[src/rtl/counter_min_if.sv]
`default_nettype none
// +----------------------------------------------------------------------+
// | Module      : counter_min_if                                         |
// | Description : Control/preset/status bundle for the minutes stage.    |
// | Revision    : 1.0  initial release                                   |
// +----------------------------------------------------------------------+
interface counter_min_if;
   logic       EN;
   logic       PE;
   logic       ADJ;
   logic [7:0] pre_min;
   logic [7:0] show_min;
   logic       cin_min;
   logic       pre_err;

   // Controller side: drives the controls and preset value, observes the count
   modport master (
      output EN, PE, ADJ, pre_min,
      input  show_min, cin_min, pre_err
   );

   // Counter side
   modport slave (
      input  EN, PE, ADJ, pre_min,
      output show_min, cin_min, pre_err
   );
endinterface
`default_nettype wire

[src/rtl/counter_min.sv]
`default_nettype none
// +----------------------------------------------------------------------+
// | Module      : counter_min                                            |
// | Description : BCD minutes counter clocked by the seconds carry, with |
// |               validated preset, manual adjust and a one-cycle carry  |
// |               pulse to the hour stage.                               |
// | Revision    : 1.0  initial release                                   |
// +----------------------------------------------------------------------+
module counter_min #(
   parameter logic [7:0] MAX_CNT = 8'h59
) (
   input  wire logic       cin_sec,
   input  wire logic       CR,
   counter_min_if.slave    bus
);

   // COUNT: below terminal count; TERM: show_min sits at MAX_CNT
   localparam logic [0:0] c_ST_COUNT = 1'b0;
   localparam logic [0:0] c_ST_TERM  = 1'b1;

   logic [0:0] state_q,    state_d;
   logic [7:0] show_min_q, show_min_d;
   logic       cin_min_q,  cin_min_d;
   logic       pre_err_q,  pre_err_d;

   logic [7:0] w_inc;
   logic       w_pre_valid;

   // State register: all flops cleared asynchronously by CR
   always_ff @(posedge cin_sec or posedge CR) begin
      if (CR) begin
         state_q    <= c_ST_COUNT;
         show_min_q <= 8'h00;
         cin_min_q  <= 1'b0;
         pre_err_q  <= 1'b0;
      end else begin
         state_q    <= state_d;
         show_min_q <= show_min_d;
         cin_min_q  <= cin_min_d;
         pre_err_q  <= pre_err_d;
      end
   end

   // Next-state: BCD step, preset check and action priority PE > ADJ > EN > hold
   always_comb begin
      // One BCD step; TERM wraps to zero so the count never exceeds MAX_CNT
      w_inc = 8'h00;
      if (state_q != c_ST_TERM) begin
         if (show_min_q[3:0] == 4'd9) begin
            w_inc = {show_min_q[7:4] + 4'd1, 4'd0};
         end else begin
            w_inc = {show_min_q[7:4], show_min_q[3:0] + 4'd1};
         end
      end

      w_pre_valid = (bus.pre_min[7:4] <= 4'd9) && (bus.pre_min[3:0] <= 4'd9) &&
                    (bus.pre_min <= MAX_CNT);

      show_min_d = show_min_q;
      cin_min_d  = 1'b0;
      pre_err_d  = pre_err_q;

      if (bus.PE) begin
         if (w_pre_valid) begin
            show_min_d = bus.pre_min;
            pre_err_d  = 1'b0;
         end else begin
            pre_err_d  = 1'b1;
         end
      end else if (bus.ADJ) begin
         // Manual adjust wraps silently; the hour stage must not advance
         show_min_d = w_inc;
      end else if (bus.EN) begin
         show_min_d = w_inc;
         cin_min_d  = (state_q == c_ST_TERM);
      end

      state_d = (show_min_d == MAX_CNT) ? c_ST_TERM : c_ST_COUNT;
   end

   // Outputs come straight from flops: no input-to-output combinational path
   always_comb begin
      bus.show_min = show_min_q;
      bus.cin_min  = cin_min_q;
      bus.pre_err  = pre_err_q;
   end

endmodule
`default_nettype wire

[src/flat_wrapper.sv]
// flat-port wrapper written by rule: the top's interface ports become plain ports
module counter_min_flat 
#(
   parameter logic [7:0] MAX_CNT = 8'h59
)
  (cin_sec, CR, bus_EN, bus_PE, bus_ADJ, bus_pre_min, bus_show_min, bus_cin_min, bus_pre_err);
  counter_min_if bus_i ();
  input  wire logic cin_sec;
  input  wire logic CR;
  input wire logic [$bits(bus_i.EN)-1:0] bus_EN;
  input wire logic [$bits(bus_i.PE)-1:0] bus_PE;
  input wire logic [$bits(bus_i.ADJ)-1:0] bus_ADJ;
  input wire logic [$bits(bus_i.pre_min)-1:0] bus_pre_min;
  output wire logic [$bits(bus_i.show_min)-1:0] bus_show_min;
  output wire logic [$bits(bus_i.cin_min)-1:0] bus_cin_min;
  output wire logic [$bits(bus_i.pre_err)-1:0] bus_pre_err;
  assign bus_i.EN = bus_EN;
  assign bus_i.PE = bus_PE;
  assign bus_i.ADJ = bus_ADJ;
  assign bus_i.pre_min = bus_pre_min;
  assign bus_show_min = bus_i.show_min;
  assign bus_cin_min = bus_i.cin_min;
  assign bus_pre_err = bus_i.pre_err;
  counter_min #(.MAX_CNT(MAX_CNT)) u_core (.cin_sec(cin_sec), .CR(CR), .bus(bus_i));
endmodule
[config.mk]
export PLATFORM = sky130hd
export DESIGN_NAME = counter_min_flat
export DESIGN_NICKNAME = d
export VERILOG_FILES = /design/src/rtl/counter_min_if.sv /design/src/rtl/counter_min.sv /design/src/flat_wrapper.sv
export SDC_FILE = /design/constraint.sdc
export NUM_CORES = 1
export LEC_CHECK = 0
export ABC_AREA = 1
export CORE_MARGIN = 5
export CORE_UTILIZATION = 60
export CTS_BUF_LIST = sky130_fd_sc_hd__clkbuf_8
export DETAILED_ROUTE_END_ITERATION = 8
export DONT_BUFFER_PORTS = 1
export GPL_TIMING_DRIVEN = 0
export PLACE_DENSITY = 0.82
export SYNTH_ARGS = -nofsm -noshare
export SYNTH_HDL_FRONTEND = slang
export SYNTH_SLANG_ARGS = --single-unit
[constraint.sdc]
create_clock -name cin_sec -period 1.4 [get_ports cin_sec]
set_clock_uncertainty 0.05 [all_clocks]
set_input_delay 0.07 -clock cin_sec [delete_from_list [all_inputs] [get_ports cin_sec]]
set_output_delay 0.07 -clock cin_sec [all_outputs]
set_load 0.01 [all_outputs]
## Yosys cells after proc, flatten, opt, wreduce, memory -nomap -nowiden

Index checks and enable logic that the tools add are counted.

- $add $sub $neg: 2
- Multipliers: 0
- Divide/modulo/power cells: 0
- Magnitude comparators: 3
- Eq/ne operators: 2
- Shifts and indexed selects: 0
- Multiplexer cells: 11
- Bitwise operators: 0
- Reduce and logical (&&, ||, !) cells: 2

Operators by type and width:

| kind | count |
|---|---|
| 8-bit two-way mux | 6 |
| 4-bit by 1-bit adder with 4-bit output, second input constant | 2 |
| 8-bit by 7-bit equality test with 1-bit output, second input constant | 1 |
| 4-bit less-or-equal comparator, second input constant | 2 |
| 8-bit by 7-bit less-or-equal comparator with 1-bit output, second input constant | 1 |
| 1-bit two-way mux | 5 |
| 4-bit equality test, second input constant | 1 |
| 1-bit logical AND | 2 |

- Register bits after elaboration: 11
- Bits in latches: 0
- Memory bits (writable): 0
- Memory bits (read-only): 0
- Bits of input ports: 13
- Output and inout port bits: 10
- Logic and storage cells: 24
- Memories kept: 0

## Logic depth before layout (Yosys ltp)

- Word-level depth: 8
- Gate-level depth with buffers: 11

## Least setup slack after synthesis

Ideal clock, no wire load.

- Kind: register to register
- From: register u_core.show_min_q[1] (netlist: u_core.bus.show_min[1])
- To: register u_core.state_q
- Setup time: 0.114 ns
- Arrival time: 1.189 ns
- Data required time: 1.236 ns
- Path slack: 0.047 ns
- Cell stages (with the launch flop): 11
- Buffers on the path: 0
- Clock period less this slack: 1.353 ns
- Cell sequence: dfrtp_1 inv_1 nand3_1 nor2_4 nand3_1 nand2_1 nand3_1 nand2_1 inv_2 nand2_1 nor2_2

- Word-level cells in the longest chain between the ends: 8
- Elaborated cells on any way between the ends: 10
- Those cells by class: add/sub: 1; eq/ne: 2; mux: 7

Ends and longest elaborated chain:

| what | RTL line | text |
|---|---|---|
| start, declared | counter_min.sv:22 | `logic [7:0] show_min_q, show_min_d;` |
| start signal, assigned | counter_min.sv:38 | `show_min_q <= show_min_d;` |
| 4-bit equality test (*) | counter_min.sv:49 | `if (show_min_q[3:0] == 4'd9) begin` |
| 8-bit two-way mux (*) | counter_min.sv:49 |  |
| 8-bit two-way mux (*) | counter_min.sv:48 | `if (state_q != c_ST_TERM) begin` |
| 8-bit two-way mux | counter_min.sv:73 | `end else if (bus.EN) begin` |
| 8-bit two-way mux (*) | counter_min.sv:70 | `end else if (bus.ADJ) begin` |
| 8-bit two-way mux (*) | counter_min.sv:63 | `if (bus.PE) begin` |
| net u_core.show_min_d[7] | counter_min.sv:22 |  |
| 8-bit by 7-bit equality test with 1-bit output (*) | counter_min.sv:78 | `state_d = (show_min_d == MAX_CNT) ? c_ST_TERM : c_ST_COUNT;` |
| 1-bit two-way mux (*) | counter_min.sv:78 |  |
| net u_core.state_d | counter_min.sv:21 | `logic [0:0] state_q, state_d;` |
| end signal, assigned | counter_min.sv:32 | `state_q <= c_ST_COUNT;` |
| end signal, assigned | counter_min.sv:37 | `state_q <= state_d;` |
| end, declared | counter_min.sv:21 |  |

The timed path passes the listed nets; every way through them passes the cells marked *.
A chain may end at the register's enable or synchronous reset.

## Final worst setup path

- From: register u_core.state_q
- To: register u_core.state_q

- Word-level cells in the longest chain between the ends: 6

Ends and longest elaborated chain:

| what | RTL line |
|---|---|
| 8-bit two-way mux (*) | counter_min.sv:48 |
| 8-bit two-way mux | counter_min.sv:73 |
| 8-bit two-way mux (*) | counter_min.sv:70 |
| 8-bit two-way mux (*) | counter_min.sv:63 |
| net u_core.show_min_d[4] | counter_min.sv:22 |
| 8-bit by 7-bit equality test with 1-bit output (*) | counter_min.sv:78 |
| 1-bit two-way mux (*) | counter_min.sv:78 |
| net u_core.state_d | counter_min.sv:21 |

Marks and branches as above.

==> flow_summary_export.csv <==
group,metric,value,unit
yosys,ys_types,22,
sta,finalSetupViolCount,2,
global_route,grt_use_total,0.231,
sta,worst_pin_slew,0.426,ns
layout,area_delta_synth_final,20.3,%
outcome,violations,"negative setup slack",
sta,rsz0062_at_grt,"yes",
placement,dpl_worst_slack,-0.0775,ns
layout,drive_gt1_frac,0.348,
worst_hold_path,hold_path_class,"in -> reg",
layout,antenna_cells,0,
cts,clk_pin_slew,0.05,ns
worst_setup_path,worstPathArrival,1.58,ns
layout,stdcell_area,0.00102,mm²
global_route,grtUsageMet3,0.120,
power,leakage,0.519,nW
power,power.switching,0.000572,W
drt,drc_errors,0,
floorplanning,die_x,47.7,µm
global_route,grt_util_met1,0.237,
placement,placed_cell_area,871,µm²
drt,ant_nets,0,
drt,drt_iter0_drc,37,
cts,cts.sinks,11,
floorplanning,ioPinCount,23,
yosys,syn-cell-area,852,µm²
global_route,top_usage_layer,"met2",
sta,fmax,0.687,GHz
sta,finalHoldViolations,0,
global_route,grt_pass1_vias,825,
layout,layout.cells.most_common,"nand2_1",
sta,period_needed,1.46,ns
power,p_sw_frac,0.418,
cts,insertion_delay,0.24,ns
cts,numCtsBuffers,3,
yosys,syn-num-nets,134,
cts,cts_max_level,1,
job,cap_violations,0,
floorplanning,rows,13,
worst_setup_path,end_kind,"register",
worst_setup_path,path_class,"reg -> reg",
global_route,met2_usage,0.398,
placement,hpwl,1520,µm
yosys,ys_seq_elements,11,
drt,drtPass1Iterations,4,
cts,cts_tree,"done",
layout,mostFrequentLayoutCells,"nand2_1, nand3_1, inv_1, inv_2, nand2_2",
power,p_clk_frac,0.225,
floorplanning,coreArea,0.00132,mm²
drt,routed_wl,2160,µm
drt,vias,826,
drt,routedWlPerCell,14.7,µm
global_route,antenna_found_initial,0,
power,power_frac_seq,0.388,
power,p_int,0.000796,W
power,p_comb_frac,0.387,
floorplanning,die-area,0.00227,mm²
cts,clock_path_buffers,2,
global_route,grt_remaining_overflow,0,
floorplanning,die_h,47.7,µm
yosys,ys_seq_area_frac,0.323,
yosys,yosysWarningCount,0,
sta,slew_headroom,0.716,
power,power_density,1330,mW/mm²
worst_setup_path,start_kind,"register",
worst_setup_path,required,1.52,ns
sta,min_period_over_period,1.04,
global_route,grt_max_degree,12,
cts,clockRootBuffer,"clkbuf_8",
yosys,synth_cells,120,
floorplanning,initial_core_util,0.647,
sta,drv_slew,0,
sta,setup_slack,-0.0564,ns
global_route,grt_first_pass_wirelength,3570,µm
drt,vias_per_cell,5.62,
worst_setup_path,crit_fanout,6,
placement,gp_congestion,0.827,
outcome,outcome,"complete, but fails checks",
layout,layout.nets,147,
yosys,postSynthAreaPerCell,7.10,µm²
power,max-vdd-ir-drop,1.03,mV
placement,io_buffer_count,0,
layout,postLayoutCoreUtil,0.778,
## cells in the mapped netlist
library cell	n	share of area
nand2_1	30	0.13
nand3_1	19	0.11
inv_1	14	0.062
dfrtp_1	11	0.32
inv_2	8	0.035
nand2_2	6	0.044
nor2_1	6	0.026
nand3_2	3	0.035
nand3b_1	3	0.026
nor2_2	3	0.022
a21oi_1	2	0.012
a21oi_2	2	0.021
nand2_4	2	0.026
nand4_1	2	0.015
nor2_4	2	0.026
a21oi_4	1	0.019
buf_2	1	0.0059
ha_1	1	0.015
nor4_1	1	0.0073
o21ai_0	1	0.0059
o21ai_2	1	0.010
o21ai_4	1	0.019
## layout make-up
| type | instances | area, µm² |
|---|---|---|
| Multi-Input combinational cell | 86 | 519 |
| Sequential cell | 11 | 282 |
| Tap cell | 15 | 18.8 |
| Fill cell | 89 | 293 |
| Clock buffer | 3 | 41.3 |
| Timing Repair Buffer | 8 | 72.6 |
| Clock inverter | 1 | 3.75 |
| Buffer | 1 | 5.00 |
| Inverter | 22 | 82.6 |
## state kept, by name, summed over array words and instances (netlist names)
| signal | flops |
|---|---|
| u_core.state_q | 1 |
| u_core.bus.cin_min | 1 |
| u_core.bus.pre_err | 1 |
| u_core.bus.show_min | 8 |
## routing by layer
layer  vias to the layer above  part of all wire
met1                       376              0.35
li1                        408                 -
met2                        34              0.52
met5                         -                 0
met4                         0             0.019
met3                         8              0.10
## critical path: stages (launching register included)
cell,delay [ns]
dfrtp_1,0.36
inv_1,0.14
nor2_1,0.12
nor2_4,0.18
nand3_1,0.10
nand2_1,0.09
nand2_1,0.06
nor2_1,0.12
nand2_2,0.07
nor2_2,0.10
## what timing repair did
action                                  CTS  global route
setup buffers                             0             3
resized for setup                        10             1
endpoints found under the setup margin    1             1
pin swaps                                 2             6
hold buffers                              5             0
endpoints found under the hold margin    15             0
## through the flow
| stage | cells | hold WS (ns) | power, W | TNS [ns] |
|---|---|---|---|---|
| after floorplan | 120 | -0.128 | 0.000854 | 0 |
| after global placement | 135 | -0.0783 | 0.000925 | -0.0578 |
| after detailed placement | 135 | -0.0678 | 0.000941 | -0.0775 |
| after CTS | 144 | 0.00688 | 0.00132 | 0 |
| after global routing | 147 | 0.0333 | 0.00147 | -0.263 |
| final | 147 | 0.0105 | 0.00137 | -0.0602 |
## path summary, 6_finish.rpt
path / start / endpoint / slack (ns) / depth (start not counted)
min: bus_PE / u_core.bus.pre_err$_DFFE_PP0P_ / 0.01 / 3
min in group asynchronous: CR / u_core.bus.cin_min$_DFF_PP0_ / 0.22 / 2
max in group asynchronous: CR / u_core.bus.show_min[3]$_DFF_PP0_ / 0.76 / 2
min reg2reg: u_core.bus.pre_err$_DFFE_PP0P_ / u_core.bus.pre_err$_DFFE_PP0P_ / 0.50 / 2
max: u_core.state_q$_DFF_PP0_ / u_core.state_q$_DFF_PP0_ / -0.06 / 9
max reg2reg: u_core.state_q$_DFF_PP0_ / u_core.state_q$_DFF_PP0_ / -0.06 / 9
## power groups by stage
| stage | registers (W) | clock network (W) | logic [W] |
|---|---|---|---|
| 2_1_floorplan | 0.000485 | 0 | 0.000369 |
| 3_3_place_gp | 0.000509 | 0 | 0.000416 |
| 3_5_place_dp | 0.000510 | 0 | 0.000431 |
| 4_1_cts | 0.000530 | 0.000311 | 0.000477 |
| 5_1_grt | 0.000544 | 0.000331 | 0.000592 |
| 6_report | 0.000531 | 0.000308 | 0.000529 |
## cell families after synthesis
logic type,Yosys count,share of synthesized area
adder cells (fa/ha/maj),1,0.0147
buffers and inverters,23,0.103
AO/OA/AOI/OAI,8,0.0866
flip-flops,11,0.323
AND/OR/NAND/NOR,77,0.473
(Power assumes the default switching activity.)
